[config.mk]
export PLATFORM = sky130hd
export DESIGN_NAME = tdoa_counter
export DESIGN_NICKNAME = d
export VERILOG_FILES = /design/src/rtl/tdoa_counter.sv
export SDC_FILE = /design/constraint.sdc
export NUM_CORES = 1
export LEC_CHECK = 0
export CAP_MARGIN = 15
export CORE_MARGIN = 8
export CORE_UTILIZATION = 30
export CTS_CLUSTER_DIAMETER = 120
export DETAILED_ROUTE_END_ITERATION = 10
export HOLD_SLACK_MARGIN = 0.06
export PLACE_DENSITY_LB_ADDON = 0.1
export SETUP_SLACK_MARGIN = 0.1
export SLEW_MARGIN = 20
export SYNTH_ARGS = -nofsm -noshare
export SYNTH_HDL_FRONTEND = slang
export SYNTH_SLANG_ARGS = --single-unit
export TNS_END_PERCENT = 10
[constraint.sdc]
create_clock -name clk -period 3.3 [get_ports clk]
set_input_delay 0.66 -clock clk [delete_from_list [all_inputs] [get_ports clk]]
set_output_delay 0.66 -clock clk [all_outputs]
set_load 0.02 [all_outputs]
[src/rtl/tdoa_counter.sv]
// Arrival-time-difference counter for two threshold-comparator channels.
// Optional macro TDOA_GLITCH_FILTER_EN adds a 3-cycle stability filter after each synchronizer.
module tdoa_counter #(
    parameter logic [9:0]  MAX_CNT = 10'd1000,
    parameter logic [15:0] HOLDOFF = 16'd5000
) (
    input  logic       clk,
    input  logic       rst,
    input  logic       mic_a,
    input  logic       mic_b,
    output logic [9:0] cntr,
    output logic       cntr_valid,
    output logic       first_b,
    output logic       busy
);

    typedef enum logic [1:0] {IDLE, WAIT_B, WAIT_A, HOLD} state_t;

    localparam logic [15:0] HOLD_LAST = (HOLDOFF == 16'd0) ? 16'd0 : HOLDOFF - 16'd1;

    function automatic logic [9:0] sat_inc(input logic [9:0] v);
        return (v == 10'h3FF) ? v : v + 10'd1;
    endfunction

    // Bit 0 = channel A, bit 1 = channel B throughout the front end.
    logic [1:0] sync_p0, sync_p1;
    logic [1:0] lvl, lvl_d, armed, edge_p2;
    logic [2:0] settle;
    logic       settled;

    // Stage p0/p1: two-flop synchronizer
    always_ff @(posedge clk) begin
        if (rst) begin
            sync_p0 <= 2'b00;
            sync_p1 <= 2'b00;
        end else begin
            sync_p0 <= {mic_b, mic_a};
            sync_p1 <= sync_p0;
        end
    end

`ifdef TDOA_GLITCH_FILTER_EN
    localparam logic [2:0] SETTLE_CYC = 3'd5;
    logic [1:0] hist0, hist1, filt;

    always_ff @(posedge clk) begin
        if (rst) begin
            hist0 <= 2'b00;
            hist1 <= 2'b00;
            filt  <= 2'b00;
        end else begin
            hist0 <= sync_p1;
            hist1 <= hist0;
            for (int i = 0; i < 2; i++) begin
                if (hist1[i] == hist0[i] && hist0[i] == sync_p1[i])
                    filt[i] <= sync_p1[i];
            end
        end
    end

    assign lvl = filt;
`else
    localparam logic [2:0] SETTLE_CYC = 3'd2;

    assign lvl = sync_p1;
`endif

    // Edges are only armed once a channel has been seen low after reset, so a
    // comparator already high at reset release cannot fake an arrival.
    assign settled = (settle == SETTLE_CYC);

    // Stage p2: registered rising-edge detector
    always_ff @(posedge clk) begin
        if (rst) begin
            settle  <= 3'd0;
            lvl_d   <= 2'b00;
            armed   <= 2'b00;
            edge_p2 <= 2'b00;
        end else begin
            if (!settled)
                settle <= settle + 3'd1;
            lvl_d   <= lvl;
            armed   <= armed | ({2{settled}} & ~lvl);
            edge_p2 <= lvl & ~lvl_d & armed;
        end
    end

    state_t      state, state_nxt;
    logic [9:0]  cnt, cnt_nxt;
    logic [15:0] hold_cnt, hold_nxt;
    logic [9:0]  cntr_nxt;
    logic        first_b_nxt, vld_nxt;
    logic        edge_a, edge_b;

    assign edge_a = edge_p2[0];
    assign edge_b = edge_p2[1];
    assign busy   = (state != IDLE);

    always_comb begin
        state_nxt   = state;
        cnt_nxt     = cnt;
        hold_nxt    = hold_cnt;
        cntr_nxt    = cntr;
        first_b_nxt = first_b;
        vld_nxt     = 1'b0;
        case (state)
            IDLE: begin
                if (edge_a && edge_b) begin
                    cntr_nxt    = 10'd0;
                    first_b_nxt = 1'b0;
                    vld_nxt     = 1'b1;
                    hold_nxt    = 16'd0;
                    state_nxt   = HOLD;
                end else if (edge_a) begin
                    cnt_nxt   = 10'd1;
                    state_nxt = WAIT_B;
                end else if (edge_b) begin
                    cnt_nxt   = 10'd1;
                    state_nxt = WAIT_A;
                end
            end
            WAIT_B, WAIT_A: begin
                // The closing edge takes priority over the timeout on the same cycle.
                if ((state == WAIT_B) ? edge_b : edge_a) begin
                    cntr_nxt    = cnt;
                    first_b_nxt = (state == WAIT_A);
                    vld_nxt     = 1'b1;
                    hold_nxt    = 16'd0;
                    state_nxt   = HOLD;
                end else if (cnt >= MAX_CNT) begin
                    hold_nxt  = 16'd0;
                    state_nxt = HOLD;
                end else begin
                    cnt_nxt = sat_inc(cnt);
                end
            end
            HOLD: begin
                if (hold_cnt >= HOLD_LAST)
                    state_nxt = IDLE;
                else
                    hold_nxt = hold_cnt + 16'd1;
            end
            default: state_nxt = IDLE;
        endcase
    end

    // Stage p3: FSM state and output register
    always_ff @(posedge clk) begin
        if (rst) begin
            state      <= IDLE;
            cnt        <= 10'd0;
            hold_cnt   <= 16'd0;
            cntr       <= 10'd0;
            first_b    <= 1'b0;
            cntr_valid <= 1'b0;
        end else begin
            state      <= state_nxt;
            cnt        <= cnt_nxt;
            hold_cnt   <= hold_nxt;
            cntr       <= cntr_nxt;
            first_b    <= first_b_nxt;
            cntr_valid <= vld_nxt;
        end
    end

endmodule

# Word level (Yosys, flattened, before mapping)
# Index checks and enable logic that the tools add are counted.
# classes
n_reduce_logical	9
addsub	3
mux	29
eq_ne	16
n_lt_le_gt_ge	2
bitwise_logic	6
# op_table
cell	n
10-bit 2-to-1 mux	8
16-bit 2-to-1 mux	4
16-bit case mux with 3 select lines	1
10-bit case mux with 2 select lines	2
16-bit by 1-bit adder with 16-bit output (second input constant)	1
16-bit by 13-bit greater-or-equal comparator with 1-bit output (second input constant)	1
2-bit inequality test (second input constant)	8
2-bit 2-to-1 mux	6
10-bit by 1-bit adder with 10-bit output (second input constant)	1
10-bit equality test (second input constant)	1
10-bit greater-or-equal comparator (second input constant)	1
3-bit AND reduction	3
2-bit bitwise AND	3
3-bit inequality test (second input constant)	2
2-bit case mux with 3 select lines	1
6-bit AND reduction	1
1-bit 2-to-1 mux	5
2-bit equality test (second input constant)	2
4-bit inequality test (second input constant)	1
2-bit NOT	2
1-bit case mux with 2 select lines	2
2-bit nonzero test	2
3-bit by 1-bit adder with 3-bit output (second input constant)	1
3-bit by 2-bit equality test with 1-bit output (second input constant)	1
other kinds (5)	5
# totals
regBits	53
in_bits	4
out_inout_bits	13

# Logic depth before layout (Yosys ltp)
# Gate-level depths: netlist of run 1.
# depth
depth_word	5
mapped_depth	9
depth_no_buf	7

# Worst setup path after synthesis of run 1
# Ideal clock, no wire load.
# synth_timing
path_type	flip-flop to flip-flop
startpoint	reg state[0]
endpoint	reg cnt[8]
path_stages_with_launch	8
path_slack_ns	1.331
path_buffers	0
arrival_time_ns	1.897
required_ns	3.228
path_cell_list	dfxtp_1 > inv_1 > ha_1 > nor2b_1 > o21ai_1 > nand4_1 > or4_1 > a21oi_1
# synth_via
elab_chain_len	4
word_cells_on_any_way	13
cone_classes	7 x eq/ne; 2 x mux; 4 x reduce/logical
# synth_lines
element	line	rtl
start: declaration	88	state_t state, state_nxt;
start signal: assignment	157	state <= state_nxt;
2-bit by 1-bit equality test with 1-bit output / 2-bit equality test (equally long branches)	106, 124	
2-bit OR reduction / 1-bit 2-to-1 mux (equally long branches)	106, 124	
2-bit inequality test (no source line) / 2-bit nonzero test (equally long branches)	n/a	
6-bit AND reduction (no source line)	n/a	
end signal: assignment	158	cnt <= cnt_nxt;
end: declaration	89	logic [9:0] cnt, cnt_nxt;
# Several ways; a longest one is shown, not always the timed one.
# A chain may end at the register's enable or synchronous reset.

# Worst setup path in the final report of run 1
# layout_timing
startpoint	reg state[0]
endpoint	reg hold_cnt[9]
# layout_via
elab_chain_len	4
word_cells_on_any_way	12
cone_classes	6 x eq/ne; 3 x mux; 3 x reduce/logical
# layout_lines
element	line	rtl
2-bit by 1-bit equality test with 1-bit output / 2-bit equality test (equally long branches)	106, 124	
1-bit 2-to-1 mux / 2-bit OR reduction (equally long branches)	124, 106	
3-bit inequality test (no source line) / 16-bit 2-to-1 mux (equally long branches)	n/a	
3-bit AND reduction (no source line) / 16-bit case mux with 3 select lines (equally long branches)	n/a	
end signal: assignment	159	hold_cnt <= hold_nxt;
end: declaration	90	logic [15:0] hold_cnt, hold_nxt;
# Several ways; a longest one is shown, not always the timed one.

==> metrics.txt, run 1 <==
Clk pin slew, worst setup/hold paths 0.10 ns; antenna diode count 0; initial antenna violation count 0; first-pass GRT wire length 9.36 mm; fraction of layout cells with a size suffix above 1 3.82%; routed length on met2 2.24 mm; PwrDens 521 mW/mm2; CP required 3.54 ns; Tcrit/Tclk final 75.5%; Setup-failing EPs final 0; CORE AREA 0.00773 mm2; total congestion overflow 0; HPWL after DPL 3.73 mm; multi-input logic area 0.00125 mm2; DRC 0; Netlist cell types 46; Placer Congestion 0.731; Worst Setup End Kind flop; worst-margin pin slew 0.850 ns; Final Util 35.5%; H-Tree Depth 2; worst-skew pair later-pin latency 0.31 ns; RSZ-0062 raised after global routing no; P&R area growth vs syn 14.3%; Global Route Usage Sum 10.2%; Post-Syn Area 0.00240 mm2; Die H 105 um; Final ANT Viol Nets 0; Slew HR 42.6%; post-route setup TNS 0 ns; Max clock buf depth 2; Final Hold Vio Count 0; crit start category flop; Warnings, synthesis 0; Slew Viols, Final 0; CTS root buf clkbuf_8; IO buf count 16; Die X-Extent 105 um; P_leak 0.940 nW; clock sink count 53; io pins 17; Post-synth EDFFs 0; initial DRC count 85; ys flop type dfxtp_1; Via Count 1,930; HP Class reg -> reg; Seq. cell area 0.00106 mm2; Crit Path Class reg -> reg; vias in the first global route 1,914; TritonCTS Buffers 5; CP max FO 20; fillers 805; Final Hold Slack 0.447 ns; met1 wire length 2.80 mm; Async SR Flop Fraction 0%; highest ir drop seen on vdd 0.183 mV; routed vias/inst 4.95; Post-CTS Repair Setup Buffers 0; WL per Instance 13.7 um; largest net degree at the start of global routing 23; MaxCap Viol Count 0; met3 WL 213 um; syn_area_per_cell 8.82 um2; final instance area 0.00274 mm2; Mapped Nets 286; number of hold buffers added after CTS 0; Placed Instance Area 0.00266 mm2; Setup Skew 0.0126 ns; cell row count 32; status finished, final reports clean; crit path DAT 2.73 ns; synthesized flop and latch total 53; TritonCTS clock tree yes; final worst path period need 2.49 ns; Synth Instances 272; Nets 302; Fmax 401 MHz; Highest Signal Layer met4; die area 0.0111 mm2; CTS-repair resized insts 0; Detailed Route WL 5.35 mm; sequential fraction of the synthesis area 44.2%; DRT Pass-1 Iters 5; Starting Density 31.1%
state kept, by name (all words and copies together), names as in the netlist:
signal	flops
cnt	10
settle	3
cntr	10
lvl	2
sync_p0	2
lvl_d	2
state	2
edge_p2	2
first_b	1
cntr_valid	1
armed	2
hold_cnt	16
synthesized netlist by cell type, drive strengths merged (2+ instances only):
cell | number | area [um2]
mux2i | 4 | 40.0
ha | 10 | 125
nor2b | 8 | 50.1
clkbuf | 7 | 26.3
or4 | 5 | 37.5
and3b | 2 | 17.5
and4 | 2 | 17.5
nor4 | 2 | 12.5
nor2 | 26 | 97.6
dfxtp | 53 | 1060
xnor2 | 2 | 17.5
nand3 | 8 | 45.0
o311ai | 2 | 35.0
o21a | 2 | 15.0
or3 | 11 | 68.8
and3 | 5 | 31.3
o21ai | 14 | 70.1
a211oi | 5 | 37.5
and2 | 5 | 31.3
nand4 | 6 | 43.8
a22oi | 9 | 67.6
inv | 13 | 48.8
nand2 | 24 | 90.1
a21oi | 21 | 105
o31ai | 5 | 37.5
a21o | 3 | 22.5
nor3 | 3 | 15.0
critical path, stage by stage, from the launching register on:
cell      delay, ns
dfxtp_1        0.37
inv_1          0.10
ha_1           0.50
o311ai_4       0.21
nand4_2        0.46
or4_1          0.63
a21oi_1        0.15
area by class of cell:
| type | instances | area share [%] |
|---|---|---|
| clock buffers | 5 | 2.51 |
| clock inverters | 2 | 0.593 |
| inverters | 13 | 1.78 |
| multi-input cells | 198 | 45.7 |
| flip-flops and latches | 53 | 38.7 |
| well taps | 102 | 4.65 |
| repair buffers | 17 | 6.11 |
report_power, final:
part           internal [W]  total, W  switching [W]
sequential         0.000678  0.000707      0.0000284
combinational      0.000124  0.000350       0.000226
clock              0.000147  0.000372       0.000225
total              0.000950   0.00143       0.000479
metal layers:
layer / vias up / global-route usage [%]
li1: 1009 / -
met1: 889 / 13.5
met2: 25 / 15.2
met3: 7 / 2.80
met4: 0 / 4.28
met5: - / 0
cells in the final DEF (no fill, tap or decap), types with 2 or more instances in the layout:
cell type / n
a211oi_1: 5
a21o_1: 3
a21oi_1: 21
a22oi_1: 9
and2_1: 5
and3_1: 5
and3b_1: 2
and4_1: 2
clkbuf_8: 5
clkdlybuf4s50_1: 16
dfxtp_1: 53
ha_1: 10
inv_1: 13
mux2i_1: 4
nand2_1: 24
nand3_1: 7
nand4_1: 5
nor2_1: 26
nor2b_1: 8
nor3_1: 3
nor4_1: 2
o21a_1: 2
o21ai_0: 12
o21ai_1: 2
o31ai_1: 5
or3_1: 11
or4_1: 5
xnor2_1: 2
worst paths after layout:
check,from,cells past startpoint,to,slack [ns]
setup / recovery,state[0],6,hold_cnt[9],0.81
hold / removal,sync_p0[1],1,lvl[1],0.45
setup reg to reg,state[0],6,hold_cnt[9],0.81
hold reg to reg,sync_p0[1],1,lvl[1],0.45
per-stage QoR:
stage	power [W]	setup slack, ns	std cells
after floorplan	0.000996	1.33	272
after global placement	0.00107	0.902	383
after detailed placement	0.00107	0.838	383
after CTS	0.00145	0.791	390
after global routing	0.00152	0.609	390
final	0.00143	0.809	390
kinds of logic after synthesis:
family | count (synthesis) | share of synthesized area, %
AO/OA/AOI/OAI | 70 | 19.6
XOR/XNOR | 3 | 1.10
adder cells (fa/ha/maj) | 10 | 5.21
buffers and inverters | 21 | 3.60
flip-flops | 53 | 44.2
multiplexers | 4 | 1.67
AND/OR/NAND/NOR | 111 | 24.7
(Power assumes the default switching activity.)
==> run 2: changes to the inputs <==
==> constraint.sdc (replaced) <==
create_clock -name clk -period 2.44 [get_ports clk]
set_input_delay 0.488 -clock clk [delete_from_list [all_inputs] [get_ports clk]]
set_output_delay 0.488 -clock clk [all_outputs]
set_load 0.02 [all_outputs]
==> run 2 against run 1 <==
Compared with the run above: largest cell class unchanged; combinational power is 57% higher; critical path depth is 1 higher; maximum frequency is 16% higher; global-route usage is 0.16 points lower.
==> metrics.txt, run 2 (synthesis results as in run 1) <==
status finished, final reports clean; Slew Viols, Final 0; Final Hold Vio Count 0; Max clock buf depth 2; Clk pin slew, worst setup/hold paths 0.10 ns; Slew HR 54.6%; Setup-failing EPs final 0; CP max FO 10; Crit Path Class reg -> reg; Seq. cell area 0.00106 mm2; crit-path cells inv_1 > ha_2 > buf_4 > a21o_1 > nand4_1 > or4_1 > a21oi_1; RSZ-0062 raised after global routing yes; TritonCTS Buffers 5; clock sink count 53; fillers 791; multi-input logic area 0.00127 mm2; HP Class reg -> reg; WL per Instance 13.3 um; commonest non-fill, non-tap cell in the layout dfxtp_1; Via Count 2,008; IO buf count 16; worst-skew pair later-pin latency 0.31 ns; PwrDens 741 mW/mm2; Final ANT Viol Nets 0; number of hold buffers added after CTS 0; P&R area growth vs syn 20.3%; antenna diode count 0; total congestion overflow 0; largest net degree at the start of global routing 19; MaxCap Viol Count 0; most flop-heavy register hold_cnt; TritonCTS clock tree yes; Final Hold Slack 0.449 ns; die area 0.0111 mm2; Detailed Route WL 5.39 mm; Worst path slowest cell ha_2; Nets 315; Global Route Usage Sum 10.0%; largest registers hold_cnt: 16 flops, cnt: 10 flops, cntr: 10 flops; Die X-Extent 105 um; Critical Path Max Stage Delay 0.45 ns; HPWL after DPL 3.93 mm; max FFs per register 16; highest ir drop seen on vdd 0.299 mV; initial DRC count 96; Tcrit/Tclk final 88.0%; Fmax 466 MHz; final worst path period need 2.15 ns; DRC 0; Worst Setup End Kind flop; worst-margin pin slew 0.671 ns; H-Tree Depth 2; initial antenna violation count 0; fraction of layout cells with a size suffix above 1 8.94%; CP required 2.69 ns; vias in the first global route 1,884; commonest cells after routing, fill and taps aside 53 x dfxtp_1, 26 x nor2_1, 24 x nand2_1; cell row count 32; crit path DAT 2.39 ns; crit start category flop; DRT Pass-1 Iters 5; total power 0.00214 W; Setup Skew 0.0146 ns; CTS root buf clkbuf_8; Starting Density 31.1%; post-route setup TNS 0 ns; Die H 105 um; Placer Congestion 0.746; P_leak 1.03 nW; routed vias/inst 4.97; io pins 17; CORE AREA 0.00773 mm2; first-pass GRT wire length 9.35 mm
-- run 2: power breakdown --
part           leakage, nW  internal, W  switching (W)
clock network       0.0603     0.000315       0.000318
logic                0.539     0.000223       0.000327
registers            0.429     0.000918      0.0000388
total                 1.03      0.00146       0.000684
-- run 2: worst max-delay path: cells and delay by family, from the launching register on --
kind	cells	cell delay (ns)
and+or+nand+nor	2	0.68
adders and majority gates	1	0.45
DFF	1	0.40
AOI/OAI and AO/OA	2	0.30
buffers and inverters	2	0.26
-- run 2: path summary, 6_finish.rpt --
kind,slack [ns],end,depth (start not counted),start
worst max-delay path,0.29,cnt[8],7,state[1]
worst min register to register,0.45,lvl[0],1,sync_p0[0]
worst max register to register,0.29,cnt[8],7,state[1]
worst min-delay path,0.45,lvl[0],1,sync_p0[0]
-- run 2: layer usage --
| layer | up-vias | share of wire (%) | GRT usage, % |
|---|---|---|---|
| met5 | - | 0 | 0 |
| met4 | 0 | 0.82 | 3.06 |
| met3 | 5 | 5.0 | 2.98 |
| met2 | 31 | 42 | 14.9 |
| met1 | 931 | 52 | 13.6 |
| li1 | 1041 | - | - |
-- run 2: metrics by stage --
step | cells | util (%) | cell area (um2) | setup slack [ns]
2_1_floorplan | 272 | - | 2400 | 0.471
4_1_cts | 402 | 37.0 | 2860 | 0.0992
6_report | 404 | 37.4 | 2890 | 0.292
3_5_place_dp | 394 | 35.5 | 2740 | 0.137
5_1_grt | 404 | 37.4 | 2890 | 0.0138
3_3_place_gp | 394 | 35.5 | 2740 | 0.188
-- run 2: cell type report --
cell class                      count  share of cell area, %
Multi-Input combinational cell    198                   43.9
Tap cell                          102                   4.42
Clock inverter                      3                   1.73
Clock buffer                        5                   2.38
Timing Repair Buffer               30                   9.14
Sequential cell                    53                   36.7
Inverter                           13                   1.69
-- run 2: repair_timing --
item,CTS,global route
setup buffers,0,2
resized for setup,1,4
endpoints found under the setup margin,2,19
pin swaps,0,2
